**config.mk**
```make
export PLATFORM = sky130hd
export DESIGN_NAME = accumulator_bus_scheduler
export DESIGN_NICKNAME = d
export VERILOG_FILES = /design/src/rtl/accumulator_bus_scheduler.sv
export SDC_FILE = /design/constraint.sdc
export NUM_CORES = 1
export LEC_CHECK = 0
export ABC_AREA = 1
export CAP_MARGIN = 20
export CORE_MARGIN = 2
export CORE_UTILIZATION = 56
export DETAILED_ROUTE_END_ITERATION = 10
export PLACE_DENSITY_LB_ADDON = 0.25
export SLEW_MARGIN = 10
export SYNTH_ARGS = -nofsm -noshare
export SYNTH_HDL_FRONTEND = slang
export SYNTH_SLANG_ARGS = --single-unit
```
**constraint.sdc**
```tcl
create_clock -name clk -period 3.43 [get_ports clk]
set_clock_uncertainty 0.1 [all_clocks]
set_input_delay 0.686 -clock clk [delete_from_list [all_inputs] [get_ports clk]]
set_output_delay 0.686 -clock clk [all_outputs]
set_load 0.05 [all_outputs]
```
**src/rtl/accumulator_bus_scheduler.sv**
```systemverilog
// Round-robin owner scheduler for the shared accumulator memory bus.
// A grant is held for a whole transaction. It ends when the owner signals done,
// when the owner drops its request, or when the hold limit is reached.
// The bus then idles for a turnaround gap before the next owner is chosen.
module accumulator_bus_scheduler #(
   parameter  int N_REQ       = 4,
   parameter  int MAX_HOLD    = 16,
   parameter  int TURN_CYCLES = 1,
   localparam int OW          = (N_REQ > 1) ? $clog2(N_REQ) : 1
) (
   input  logic             clk,
   input  logic             reset,
   input  logic             enable,
   input  logic [N_REQ-1:0] req,
   input  logic [N_REQ-1:0] done,
   output logic [N_REQ-1:0] grant,
   output logic             busy,
   output logic [OW-1:0]    owner,
   output logic             timeout,
   output logic [15:0]      grant_count
);

   localparam int HW = $clog2(MAX_HOLD);
   localparam int TW = (TURN_CYCLES > 1) ? $clog2(TURN_CYCLES) : 1;

   typedef enum logic [1:0] {
      ST_IDLE  = 2'd0,
      ST_GRANT = 2'd1,
      ST_TURN  = 2'd2
   } state_t;

   state_t           state_q, state_d;
   logic [N_REQ-1:0] grant_q, grant_d;
   logic             busy_q, busy_d;
   logic [OW-1:0]    owner_q, owner_d;
   logic [OW-1:0]    ptr_q, ptr_d;
   logic [HW-1:0]    hold_q, hold_d;
   logic [TW-1:0]    turn_q, turn_d;
   logic             timeout_q, timeout_d;
   logic [15:0]      count_q, count_d;

   logic             pick_found_s;
   logic [OW-1:0]    pick_idx_s;
   logic [OW-1:0]    ptr_next_s;
   logic             rel_done_s, rel_req_s, rel_hold_s;
   int               scan_idx;

   // Rotating scan starting at the priority pointer; the first set request wins.
   always_comb begin
      pick_found_s = 1'b0;
      pick_idx_s   = '0;
      scan_idx     = 0;
      for (int k = 0; k < N_REQ; k++) begin
         scan_idx = int'(ptr_q) + k;
         if (scan_idx >= N_REQ) begin
            scan_idx = scan_idx - N_REQ;
         end else begin
            scan_idx = scan_idx;
         end
         if (!pick_found_s && req[OW'(scan_idx)]) begin
            pick_found_s = 1'b1;
            pick_idx_s   = OW'(scan_idx);
         end else begin
            pick_found_s = pick_found_s;
         end
      end
   end

   // Release causes for the current owner, plus the next pointer. The next
   // pointer makes the departing owner the lowest priority in the next scan.
   always_comb begin
      rel_done_s = done[owner_q];
      rel_req_s  = ~req[owner_q];
      rel_hold_s = (hold_q == HW'(MAX_HOLD - 1));
      if (owner_q == OW'(N_REQ - 1)) begin
         ptr_next_s = '0;
      end else begin
         ptr_next_s = owner_q + {{(OW-1){1'b0}}, 1'b1};
      end
   end

   // Next-state and registered-output logic for the IDLE/GRANT/TURN sequence.
   always_comb begin
      state_d   = state_q;
      grant_d   = grant_q;
      owner_d   = owner_q;
      ptr_d     = ptr_q;
      hold_d    = hold_q;
      turn_d    = turn_q;
      timeout_d = 1'b0;
      count_d   = count_q;
      case (state_q)
         ST_IDLE: begin
            if (enable && pick_found_s) begin
               grant_d = {{(N_REQ-1){1'b0}}, 1'b1} << pick_idx_s;
               owner_d = pick_idx_s;
               hold_d  = '0;
               if (count_q != 16'hFFFF) begin
                  count_d = count_q + 16'd1;
               end else begin
                  count_d = count_q;
               end
               state_d = ST_GRANT;
            end else begin
               state_d = ST_IDLE;
            end
         end
         ST_GRANT: begin
            if (rel_done_s || rel_req_s || rel_hold_s) begin
               grant_d   = '0;
               ptr_d     = ptr_next_s;
               turn_d    = '0;
               // A forced revoke is flagged only when nothing else ended the grant.
               timeout_d = rel_hold_s & ~rel_done_s & ~rel_req_s;
               state_d   = ST_TURN;
            end else begin
               hold_d  = hold_q + {{(HW-1){1'b0}}, 1'b1};
               state_d = ST_GRANT;
            end
         end
         ST_TURN: begin
            if (turn_q == TW'(TURN_CYCLES - 1)) begin
               state_d = ST_IDLE;
            end else begin
               turn_d  = turn_q + {{(TW-1){1'b0}}, 1'b1};
               state_d = ST_TURN;
            end
         end
         default: begin
            grant_d = '0;
            state_d = ST_IDLE;
         end
      endcase
      busy_d = |grant_d;
   end

   // State and output registers; reset clears everything asynchronously.
   always_ff @(posedge clk or posedge reset) begin
      if (reset) begin
         state_q   <= ST_IDLE;
         grant_q   <= '0;
         busy_q    <= 1'b0;
         owner_q   <= '0;
         ptr_q     <= '0;
         hold_q    <= '0;
         turn_q    <= '0;
         timeout_q <= 1'b0;
         count_q   <= 16'd0;
      end else begin
         state_q   <= state_d;
         grant_q   <= grant_d;
         busy_q    <= busy_d;
         owner_q   <= owner_d;
         ptr_q     <= ptr_d;
         hold_q    <= hold_d;
         turn_q    <= turn_d;
         timeout_q <= timeout_d;
         count_q   <= count_d;
      end
   end

   assign grant       = grant_q;
   assign busy        = busy_q;
   assign owner       = owner_q;
   assign timeout     = timeout_q;
   assign grant_count = count_q;

endmodule

```
==> run_results.csv <==
group,metric,value,unit
cts,clk-insertion-delay-late,0.34,ns
setup_path,path_buf_inv,1,
yosys,synth_xor_area_frac,0.0675,
drt,m1WireLength,1840,um
final_layout,drive_gt1_frac,0.0812,
setup_path,crit_type,"register to output pin",
drt,num_vias,1792,
drt,drt_drc_violations_left,0,
yosys,syn-cell-area,0.00195,mm2
setup_path,worstPathArrival,1.66,ns
drt,drt-total-wl,4080,um
cts,h-tree-depth,2,
final_layout,fin_area,0.00239,mm2
setup_path,crit_fanout,6,
yosys,synth_cell_types,26,
cts,cts_setup_buffers,0,
grt,grt_max_degree,20,
sta,slew_headroom,0.634,
yosys,synth_top_family_by_area,"simple AND/OR/NAND/NOR gates",
sta,setup_viol,0,
setup_path,cp.required,2.64,ns
placement,placed_cells,346,
grt,grt.overflow.total,0,
power,powerDensity,846,mW/mm2
hold_path,min_path_type,"register to register",
yosys,avgSynthCellArea,7.29,um2
drt,antenna_left,0,
drt,wl_met2,1910,um
sta,finalCritPeriodShare,0.712,
cts,cts_made_buffers,5,
sta,fmax,0.409,GHz
setup_path,critPathLaunchType,"register",
drt,routedWlPerCell,11.5,um
setup_path,critPathCaptureType,"output pin",
cts,cts.clk_slew.worst_paths,0.11,ns
floorplanning,die_w,63.0,um
cts,clock-root-buffer,"clkbuf_4",
yosys,synth_compound_area_frac,0.0546,
sta,slew_viol_final,0,
placement,dp_slack,0.790,ns
cts,hold_buffers,0,
sta,finalHoldViolations,0,
floorplanning,top_level_ports,35,
setup_path,crit_path_top_delay_cell,"clkdlybuf4s50_1",
yosys,synthCells,267,
run_status,status,"finished clean",
drt,dr.first_iter.drc_count,118,
cts,cts.sinks,32,
setup_path,crit_family,"buffers and inverters",
yosys,ys_warn_count,0,
final_layout,final_nets,321,
setup_path,worstPathCellList,"clkdlybuf4s50_1",
floorplanning,core_area,0.00334,mm2
yosys,synth-seq-area-share,0.411,
sta,tns,0,ns
placement,placed_cell_area,0.00233,mm2
yosys,ys_seq_elements,32,
sta,grt_setup_unrepaired,"false",
final_layout,fill_cells,296,
cts,cts_tree,"yes",
drt,top_layer,"met4",
final_layout,area_growth_syn_to_layout,22.6,%
placement,place.gp.congestion,0.902,
setup_path,cpPeakStageDelay,0.85,ns
floorplanning,die_area,0.00396,mm2
cts,cts_resized,0,
drt,dr.pass1.iters,4,
placement,io_buffers,34,
power,peakVddDrop,0.675,mV
floorplanning,die_h,63.0,um
sta,fin_ws,0.987,ns
drt,wl_met3,238,um
final_layout,layout_commonest_cell,"nand2_1",
yosys,muxShareOfSynthArea,0,
flow_run,cap_violations,0,
grt,antenna_found_initial,0,
power,p_leak,0.00117,uW
final_layout,diodes,0,
yosys,syn_nets,281,
placement,dp_hpwl,3150,um
sta,tightest_slew,0.549,ns
final_layout,final_cell_mix,"nand2_1, clkdlybuf4s50_1, dfrtp_1, inv_1, nand3_1",
yosys,synth_fa_ha_area_frac,0.0193,
grt,grt_pass1_wl,7090,um
sta,fin_crit,2.44,ns
cts,cts.path.max_buffers,2,
floorplanning,std_cell_rows,21,
yosys,synth-simple-area-share,0.375,
final_layout,stdcell_count,354,
drt,via_per_inst,5.06,
grt,grt_pass1_vias,1709,
grt,grtUsageTotal,0.226,
floorplanning,start_util,0.583,
==> final timing paths <==
path / startpoint / to / slack, ns / depth (start not counted)
setup / recovery: grant_count[5]$_DFFE_PP0P_ / grant_count[5] / 0.99 / 1
hold / removal: state_q[1]$_DFF_PP0_ / timeout$_DFF_PP0_ / 0.40 / 1
setup reg to reg: ptr_q[0]$_DFFE_PP0P_ / grant_count[7]$_DFFE_PP0P_ / 1.25 / 12
hold reg to reg: state_q[1]$_DFF_PP0_ / timeout$_DFF_PP0_ / 0.40 / 1
max in group asynchronous: reset / grant[1]$_DFF_PP0_ / 1.98 / 3
min in group asynchronous: reset / grant_count[4]$_DFFE_PP0P_ / 0.59 / 2
==> where the power goes <==
part	leakage, uW	internal [uW]	switching [uW]
clock	0.0000349	78.5	131
combinational	0.000721	374	820
sequential	0.000410	489	126
total	0.00117	941	1080
==> Yosys cell counts <==
| cell type | n | area, um2 |
|---|---|---|
| nand3_4 | 1 | 17.5 |
| inv_4 | 1 | 6.26 |
| ha_1 | 3 | 37.5 |
| a21boi_0 | 1 | 7.51 |
| nand3_1 | 22 | 110 |
| nor3_2 | 2 | 20.0 |
| o221ai_1 | 1 | 8.76 |
| inv_1 | 26 | 97.6 |
| xnor2_1 | 4 | 35.0 |
| dfrtp_1 | 32 | 801 |
| nand2_1 | 103 | 387 |
| buf_6 | 2 | 22.5 |
| nor4_1 | 1 | 6.26 |
| o31ai_1 | 2 | 15.0 |
| nor2_4 | 2 | 22.5 |
| nand4_1 | 4 | 25.0 |
| nand3_2 | 1 | 10.0 |
| inv_2 | 4 | 15.0 |
| nor3_1 | 4 | 20.0 |
| o21ai_1 | 3 | 15.0 |
| nand2_2 | 4 | 25.0 |
| xor2_1 | 11 | 96.3 |
| nand2_4 | 1 | 11.3 |
| a21oi_1 | 3 | 15.0 |
| o21ai_0 | 9 | 45.0 |
| nor2_1 | 20 | 75.1 |
==> flip-flops by register name, summed over array words and instances, names as in the netlist <==
signal / cells
grant_count: 16
owner: 2
ptr_q: 2
hold_q: 4
busy: 1
timeout: 1
grant: 4
state_q: 2
==> logic make-up (layout without fill, tap and decap cells) <==
family | count (synthesis) | in the layout
flip-flops | 32 | 32
AO/OA/AOI/OAI | 19 | 19
AND/OR/NAND/NOR | 165 | 165
adder cells (fa/ha/maj) | 3 | 3
buffers and inverters | 33 | 74
XOR/XNOR | 15 | 15
==> per-stage QoR <==
step                 util  hold WS [ns]  power [uW]
floorplan               -         0.350        1510
global placement    0.698         0.364        1790
detailed placement  0.698         0.375        1810
CTS                 0.715         0.392        2030
global route        0.715         0.441        2190
finish              0.715         0.401        2020
==> final cells by class <==
type	count	area (um2)	share of cell area
flip-flops and latches	32	801	0.336
inverters	31	119	0.0498
clock inverters	3	18.8	0.00787
multi-input cells	202	1000	0.421
clock buffers	5	37.5	0.0157
well taps	46	57.6	0.0241
repair buffers	35	348	0.146
==> per-layer routing <==
layer / up-vias / GRT usage
li1: 923 / -
met1: 805 / 0.265
met2: 54 / 0.387
met3: 10 / 0.0631
met4: 0 / 0.0917
met5: - / 0
Note: power is estimated with default switching activity, not from simulation.
